<file path="config.mk">
export PLATFORM = sky130hd
export DESIGN_NAME = cpu_mem_arbiter
export DESIGN_NICKNAME = d
export VERILOG_FILES = /design/src/rtl/cpu_mem_arbiter.sv
export SDC_FILE = /design/constraint.sdc
export NUM_CORES = 1
export LEC_CHECK = 0
export CORE_ASPECT_RATIO = 1.2
export CORE_MARGIN = 2
export CORE_UTILIZATION = 43
export DETAILED_ROUTE_END_ITERATION = 16
export PLACE_DENSITY = 0.91
export SYNTH_ARGS = -nofsm -noshare
export SYNTH_HDL_FRONTEND = slang
export SYNTH_SLANG_ARGS = --single-unit
</file>
<file path="constraint.sdc">
create_clock -name clk -period 4.9 [get_ports clk]
set_clock_uncertainty 0.05 [all_clocks]
set_input_delay 0.49 -clock clk [delete_from_list [all_inputs] [get_ports clk]]
set_output_delay 0.49 -clock clk [all_outputs]
set_load 0.005 [all_outputs]
</file>
<file path="src/rtl/cpu_mem_arbiter.sv">
// cpu_mem_arbiter
//   Shares a single memory bus master port between the CPU instruction-fetch
//   port and the CPU data port. One bus transaction is in flight at a time.
//   Each completed result is held until the pipeline advances, so an access is
//   never issued twice.
//
// Optional feature: define ARB_TIMEOUT_EN to abort a bus cycle that sees no
//   m_ack within TIMEOUT_CYCLES cycles. The aborted access returns 32'h0 and
//   bus_err pulses for one cycle. Without the macro bus_err is constant 0.
//
// Handshake: a CPU port holds x_req (and its address/data) for as long as
//   x_stall is high. The cycle x_req & ~x_stall is the one in which x_rdata
//   is valid. On the bus side m_req and all m_* fields stay constant until
//   the cycle in which m_ack is high, and m_rdata is taken in that cycle.
//
// Ports
//   clk, rst                     clock (rising edge), async active-high reset
//   i_req, i_addr                instruction fetch request and address
//   i_rdata, i_stall             fetched word, fetch stall
//   d_req, d_we, d_mask          data request, write enable, byte lanes
//   d_addr, d_wdata              data address, write data
//   d_rdata, d_stall             load data, data stall
//   m_req, m_we, m_mask          bus request, write enable, byte lanes
//   m_addr, m_wdata              bus address, write data
//   m_ack, m_rdata               bus completion and read data (same cycle)
//   bus_err                      one-cycle pulse on a timeout abort
module cpu_mem_arbiter #(
  parameter int I_STARVE_LIMIT = 4
`ifdef ARB_TIMEOUT_EN
  , parameter int TIMEOUT_CYCLES = 255
`endif
) (
  input  logic        clk,
  input  logic        rst,
  input  logic        i_req,
  input  logic [31:0] i_addr,
  output logic [31:0] i_rdata,
  output logic        i_stall,
  input  logic        d_req,
  input  logic        d_we,
  input  logic [3:0]  d_mask,
  input  logic [31:0] d_addr,
  input  logic [31:0] d_wdata,
  output logic [31:0] d_rdata,
  output logic        d_stall,
  output logic        m_req,
  output logic        m_we,
  output logic [3:0]  m_mask,
  output logic [31:0] m_addr,
  output logic [31:0] m_wdata,
  input  logic        m_ack,
  input  logic [31:0] m_rdata,
  output logic        bus_err
);

  typedef enum logic [1:0] {IDLE = 2'd0, GNT_I = 2'd1, GNT_D = 2'd2} state_t;

  localparam int SW = $clog2(I_STARVE_LIMIT + 1);
  localparam logic [SW-1:0] STARVE_MAX = SW'(I_STARVE_LIMIT);

  state_t        state_q, state_d;
  logic          done_i_q, done_i_d;
  logic          done_d_q, done_d_d;
  logic [SW-1:0] starve_cnt_q, starve_cnt_d;
  logic          m_req_q, m_req_d;
  logic          m_we_q, m_we_d;
  logic [3:0]    m_mask_q, m_mask_d;
  logic [31:0]   m_addr_q, m_addr_d;
  logic [31:0]   m_wdata_q, m_wdata_d;
  logic [31:0]   i_rdata_q, i_rdata_d;
  logic [31:0]   d_rdata_q, d_rdata_d;

  logic          pending_i, pending_d, advance, complete;
  logic [31:0]   result;

`ifdef ARB_TIMEOUT_EN
  localparam int TW = $clog2(TIMEOUT_CYCLES + 1);
  localparam logic [TW-1:0] TMO_LAST = TW'(TIMEOUT_CYCLES - 1);
  logic [TW-1:0] tmo_cnt_q, tmo_cnt_d;
  logic          bus_err_q, bus_err_d;
`endif

  // A port is pending while it requests and has no held result; that is
  // exactly its stall. The pipeline advances when neither port is stalled.
  assign pending_i = i_req & ~done_i_q;
  assign pending_d = d_req & ~done_d_q;
  assign i_stall   = pending_i;
  assign d_stall   = pending_d;
  assign advance   = ~pending_i & ~pending_d;

  always_comb begin
    state_d      = state_q;
    done_i_d     = done_i_q;
    done_d_d     = done_d_q;
    starve_cnt_d = starve_cnt_q;
    m_req_d      = m_req_q;
    m_we_d       = m_we_q;
    m_mask_d     = m_mask_q;
    m_addr_d     = m_addr_q;
    m_wdata_d    = m_wdata_q;
    i_rdata_d    = i_rdata_q;
    d_rdata_d    = d_rdata_q;
    complete     = 1'b0;
    result       = m_rdata;
`ifdef ARB_TIMEOUT_EN
    tmo_cnt_d    = tmo_cnt_q;
    bus_err_d    = 1'b0;
`endif

    // Results are consumed on advance. A completion on the same edge still
    // sets its done flag (only possible when that port dropped its request),
    // and that stale result is dropped at the following advance.
    if (advance) begin
      done_i_d = 1'b0;
      done_d_d = 1'b0;
    end

    case (state_q)
      IDLE: begin
        // Data wins ties until it has starved the fetch port for the limit.
        if (pending_d && (!pending_i || starve_cnt_q < STARVE_MAX)) begin
          state_d   = GNT_D;
          m_req_d   = 1'b1;
          m_we_d    = d_we;
          m_mask_d  = d_mask;
          m_addr_d  = d_addr;
          m_wdata_d = d_wdata;
          if (pending_i) starve_cnt_d = starve_cnt_q + 1'b1;
`ifdef ARB_TIMEOUT_EN
          tmo_cnt_d = '0;
`endif
        end else if (pending_i) begin
          state_d      = GNT_I;
          m_req_d      = 1'b1;
          m_we_d       = 1'b0;
          m_mask_d     = 4'hF;
          m_addr_d     = i_addr;
          m_wdata_d    = 32'h0;
          starve_cnt_d = '0;
`ifdef ARB_TIMEOUT_EN
          tmo_cnt_d    = '0;
`endif
        end
      end
      GNT_I, GNT_D: begin
        if (m_ack) begin
          complete = 1'b1;
`ifdef ARB_TIMEOUT_EN
        end else if (tmo_cnt_q == TMO_LAST) begin
          complete  = 1'b1;
          result    = 32'h0;
          bus_err_d = 1'b1;
        end else begin
          tmo_cnt_d = tmo_cnt_q + 1'b1;
`endif
        end
        if (complete) begin
          state_d = IDLE;
          m_req_d = 1'b0;
          if (state_q == GNT_I) begin
            i_rdata_d = result;
            done_i_d  = 1'b1;
          end else begin
            d_rdata_d = result;
            done_d_d  = 1'b1;
          end
        end
      end
      default: state_d = IDLE;
    endcase
  end

  always_ff @(posedge clk or posedge rst) begin
    if (rst) begin
      state_q      <= IDLE;
      done_i_q     <= 1'b0;
      done_d_q     <= 1'b0;
      starve_cnt_q <= '0;
      m_req_q      <= 1'b0;
      m_we_q       <= 1'b0;
      m_mask_q     <= 4'h0;
      m_addr_q     <= 32'h0;
      m_wdata_q    <= 32'h0;
      i_rdata_q    <= 32'h0;
      d_rdata_q    <= 32'h0;
`ifdef ARB_TIMEOUT_EN
      tmo_cnt_q    <= '0;
      bus_err_q    <= 1'b0;
`endif
    end else begin
      state_q      <= state_d;
      done_i_q     <= done_i_d;
      done_d_q     <= done_d_d;
      starve_cnt_q <= starve_cnt_d;
      m_req_q      <= m_req_d;
      m_we_q       <= m_we_d;
      m_mask_q     <= m_mask_d;
      m_addr_q     <= m_addr_d;
      m_wdata_q    <= m_wdata_d;
      i_rdata_q    <= i_rdata_d;
      d_rdata_q    <= d_rdata_d;
`ifdef ARB_TIMEOUT_EN
      tmo_cnt_q    <= tmo_cnt_d;
      bus_err_q    <= bus_err_d;
`endif
    end
  end

  assign m_req   = m_req_q;
  assign m_we    = m_we_q;
  assign m_mask  = m_mask_q;
  assign m_addr  = m_addr_q;
  assign m_wdata = m_wdata_q;
  assign i_rdata = i_rdata_q;
  assign d_rdata = d_rdata_q;
`ifdef ARB_TIMEOUT_EN
  assign bus_err = bus_err_q;
`else
  assign bus_err = 1'b0;
`endif

endmodule
</file>
Word level (Yosys, flattened, before mapping). Index checks and enable logic that the tools add are counted.

Register bits: 141. Bits in latches: 0. Bits in writable memories: 0. Memory bits (read-only): 0. Bits of input ports: 138. Output and inout port bits: 137. Logic and storage cells: 67. Memories: 0.

Add/subtract/negate cells: 1. Multiply operators: 0. Div/mod/pow operators: 0. Order comparisons: 1. Equality and inequality tests: 4. Shift-type cells: 0. Muxes and demuxes: 29. Bitwise logic cells: 8. Reductions and logical operators: 13.

Operators with widths (count): 32-bit two-way mux (4); 1-bit two-way mux (15); 3-bit two-way mux (3); 3-bit AND reduction (3); 4-bit two-way mux (2); 2-bit two-way mux (3); 2-bit AND reduction (3); 1-bit NOT (5); 2-bit case mux with 2 select lines (1); 2-bit nonzero test (2); 3-bit by 1-bit adder with 3-bit output (second input constant) (1); 1-bit bitwise AND (3); 3-bit less-than comparator (second input constant) (1); 3-bit inequality test (second input constant) (1); 2-bit by 1-bit equality test with 1-bit output (second input constant) (1); 2-bit equality test (second input constant) (1); 2-bit zero test (1); 2-bit inequality test (second input constant) (1); 1-bit case mux with 2 select lines (1); 2-bit OR reduction (1); 1-bit logical AND (1); 1-bit zero test (1); 1-bit logical OR (1).

Longest topological paths before layout.
Word-level depth: 8. Mapped depth: 7. Depth with buffers taken out: 5.

Worst setup path before layout. OpenSTA, ideal clock, no wires.

Path kind: register to register. Start point: register state_q[1]. End point: register d_rdata_q[12], in the netlist d_rdata[12]. Library setup time: 0.127 ns. Data arrival time: 1.524 ns. Data required time: 4.723 ns. Setup slack: 3.198 ns. Stages on the path, launching flop included: 8. Path buffers: 2. Clock period less this slack: 1.702 ns. Path through: dfrtp_1 inv_1 ha_1 nand2_1 or2_1 buf_2 buf_6 mux2_1.

Longest elaborated chain between the ends: 3. Elaborated cells between the ends (all ways): 5. Classes of those cells: eq/ne (2); bitwise (1); reduce/logical (2).

RTL lines: start: declaration (RTL line 61) `state_t state_q, state_d;`; start signal: assignment (RTL line 191) `state_q <= state_d;`; 2-bit by 1-bit equality test with 1-bit output or 2-bit equality test (tied branches) (RTL line 118, 160); 2-bit OR reduction or 1-bit NOT (tied branches); 3-bit AND reduction (no line) (*); end signal: assignment (RTL line 201) `d_rdata_q <= d_rdata_d;`; end: declaration (RTL line 71) `logic [31:0] d_rdata_q, d_rdata_d;`.

Every way passes the cells marked *; elsewhere a longest branch is shown, timed or not. A chain may end at the register's enable or synchronous reset.

Worst setup path after layout.
Start point: input port d_req. End point: output port d_stall.

Longest elaborated chain between the ends: 1.

RTL lines: start: declaration (RTL line 39) `input logic d_req,`; 1-bit bitwise AND (RTL line 86) `assign pending_d = d_req & ~done_d_q;`; end: declaration (RTL line 45) `output logic d_stall,`.

Every way passes these cells.

==> impl_metrics.env <==
export IMPL_ys_seq_elements=141
export IMPL_synth_xor_area_share_pct=0
export IMPL_tns_ps=0
export IMPL_switching_share_pct=30.6
export IMPL_cp_common_cell="clkdlybuf4s50_1"
export IMPL_min_delay_start="d_rdata[4]$_DFFE_PP0P_"
export IMPL_rsz0062_at_grt="false"
export IMPL_max_cap_viol_count=0
export IMPL_crit_slowest_cell="clkdlybuf4s50_1"
export IMPL_outcome="completed"
export IMPL_yosys_area_top_type_share_pct=54.8
export IMPL_synth_seq_area_share_pct=54.8
export IMPL_cp_required_ps=4360
export IMPL_drtIter0Drc=602
export IMPL_clk_path_buf_depth=2
export IMPL_power_share_clock_pct=22.0
export IMPL_fin_crit_ps=3200
export IMPL_via_per_inst=5.56
export IMPL_die_height_um=138
export IMPL_power_switching_mw=1.92
export IMPL_synth_warnings=0
export IMPL_ys_types=40
export IMPL_worstPathCellList="clkdlybuf4s50_1, nand2b_2, inv_4, clkdlybuf4s50_1"
export IMPL_layout_setup_ws_ps=1700
export IMPL_place_inst=894
export IMPL_cts_tree="done"
export IMPL_cts_root_buf="clkbuf_16"
export IMPL_cts_resized=0
export IMPL_hold_buffers=0
export IMPL_synth_simple_area_share_pct=6.02
export IMPL_r2r_end="m_addr[6]$_DFFE_PP0P_"
export IMPL_area_delta_synth_final_pct=52.6
export IMPL_layout_drive_gt1_share_pct=17.7
export IMPL_synth_common_cells="dfrtp_1 (141), mux2_2 (35), a22o_1 (34)"
export IMPL_syn_inst=456
export IMPL_drt_wl_total_um=19100
export IMPL_fillers=1074
export IMPL_synth_ff_type="dfrtp_1"
export IMPL_antenna_left=0
export IMPL_synthAdderAreaFrac_pct=0.583
export IMPL_r2r_cells=5
export IMPL_critPathMaxFanout=33
export IMPL_htreeDepth=4
export IMPL_die_w_um=116
export IMPL_grt_overflow=0
export IMPL_core_um2=14800
export IMPL_grt_start_max_net_pins=113
export IMPL_num_rows=49
export IMPL_hold_violations=0
export IMPL_clock_sinks=141
export IMPL_initial_core_util_pct=43.4
export IMPL_power_density_nw_per_um2=638
export IMPL_grt_usage_pct=23.9
export IMPL_numCtsBuffers=17
export IMPL_max_stage_delay_ps=1130
export IMPL_synth_largest_area_cell="dfrtp_1"
export IMPL_post_synth_cell_area_avg_um2=14.1
export IMPL_dieArea_um2=16000
export IMPL_vdd_drop_max_mv=0.438
export IMPL_crit_family="buffers and inverters"
export IMPL_synth_compound_area_share_pct=22.4
export IMPL_fin_nets=850
export IMPL_synth_mux_area_share_pct=11.2
export IMPL_portBuffers=273
export IMPL_dpl_cell_area_um2=9200
export IMPL_yosysMostFrequentCell="dfrtp_1"
export IMPL_grt_first_pass_wirelength_um=29800
export IMPL_cp_arrival_ps=2660
export IMPL_synth_top_family_by_area="compound AO/OA/AOI/OAI gates"
export IMPL_clk_pin_slew_ps=60
export IMPL_fin_area_um2=9830
export IMPL_synth_edf_count=0
export IMPL_syn_nets=597
export IMPL_dr_pass1_iters=4
export IMPL_cts_setup_buffers=0
export IMPL_leakagePower_nw=4.09
export IMPL_syn_area_um2=6440
export IMPL_min_to="d_rdata[4]$_DFFE_PP0P_"
export IMPL_async_reset_ff_share_pct=100
export IMPL_grt_pass1_vias=5487
export IMPL_gp_congestion=0.854
export IMPL_fmax_ghz=0.313
export IMPL_critical_path_depth=4
export IMPL_combPwrFrac_pct=44.6
export IMPL_hold_class="flop to flop"
export IMPL_internal_power_mw=4.35
export IMPL_ios=275
export IMPL_pre_cts_ws_ps=1410
export IMPL_tightest_slew_ps=1270
export IMPL_rrSetupSlack_ps=2000
export IMPL_timing_rr_start="done_d_q$_DFF_PP0_"
export IMPL_fin_crit_sh_pct=65.3
export IMPL_p_total_mw=6.27
export IMPL_setup_viol=0
export IMPL_clk_latency_ps=420
export IMPL_diodes=0
export IMPL_dr_total_vias=5150
export IMPL_dpl_hpwl_um=13000
export IMPL_crit_type="input port to output pin"
export IMPL_drv_slew=0
export IMPL_setup_worst_path_end_class="output pin"
export IMPL_path_buf_inv=3
export IMPL_wl_per_cell_um=20.6
export IMPL_cp_start_kind="input port"
export IMPL_grt_antenna_before_repair=0
export IMPL_seq_power_share_pct=33.4
export IMPL_finalNonFillerCells=926
export IMPL_ys_top_cells_by_area="dfrtp_1 (55%), a2bb2oi_2 (7.0%), mux2_2 (6.1%)"
export IMPL_hold_depth=1
export IMPL_drc=0
export IMPL_slew_headroom_pct=15.5
-- per-layer routing --
metal  up-vias  global-route usage, %  part of all wire (%)
li1       2253                      -                     -
met1      2609                   28.1                    37
met2       249                   40.2                    52
met3        39                   8.11                   7.8
met4         0                   9.02                   2.8
met5         -                      0                     0
-- state kept, by name, summed over array words and instances, names as in the netlist --
| register | count |
|---|---|
| m_wdata | 32 |
| i_rdata | 32 |
| d_rdata | 32 |
| m_addr | 32 |
| done_d_q | 1 |
| state_q | 2 |
| m_mask | 4 |
| done_i_q | 1 |
| m_we | 1 |
| starve_cnt_q | 3 |
| m_req | 1 |
-- logic make-up after synthesis --
kind of cell,after synthesis
compound gates,145
simple gates,50
mux,64
other cells,1
flops,141
buf+inv,52
fa+ha+maj,3
-- worst max path at each step --
stage	from	endpoint	slack, ps
floorplan	rst	d_rdata[0]$_DFFE_PP0P_	580
global placement	d_req	m_addr[30]$_DFFE_PP0P_	1560
detailed placement	d_req	m_addr[30]$_DFFE_PP0P_	1410
CTS	d_req	d_stall	1750
global route	d_req	m_addr[30]$_DFFE_PP0P_	1520
finish	d_req	d_stall	1700
-- power groups by stage --
stage / Sequential [mW] / Combinational (mW) / Clock (mW)
final: 2.09 / 2.80 / 1.38
after global routing: 2.16 / 2.98 / 1.45
after CTS: 2.09 / 2.82 / 1.40
after detailed placement: 2.09 / 2.80 / 0
after global placement: 2.05 / 2.69 / 0
after floorplan: 2.06 / 1.40 / 0
-- stage by stage --
stage          util, %  hold WS (ps)
6_report          66.3           437
5_1_grt           66.3           461
4_1_cts           66.3           442
3_5_place_dp      62.0           431
3_3_place_gp      62.0           424
2_1_floorplan        -           420
-- cell type report --
type                    instances  area [um2]  area share [%]
flip-flops and latches        141        3530            35.9
well taps                     204         255            2.60
clock inverters                11         164            1.67
inverters                       6        30.0           0.305
clock buffers                  21         470            4.78
repair buffers                280        2790            28.3
multi-input cells             263        2600            26.4
-- placed cells by master (no fill, tap or decap), drive strengths merged, types with 2 or more instances in the layout --
master / synthesis / layout
nor2: 2 / 2
dfrtp: 141 / 141
a221oi: 32 / 32
clkinv: 0 / 5
and3b: 33 / 33
o21ai: 34 / 34
a22o: 34 / 34
buf: 29 / 7
nand2b: 2 / 2
inv: 6 / 6
ha: 3 / 3
mux2: 64 / 64
clkdlybuf4s50: 0 / 273
a32o: 3 / 3
clkinvlp: 0 / 2
nand2: 5 / 5
o22a: 5 / 5
clkbuf: 17 / 21
a2bb2oi: 32 / 32
bufinv: 0 / 4
(Power assumes the default switching activity.)
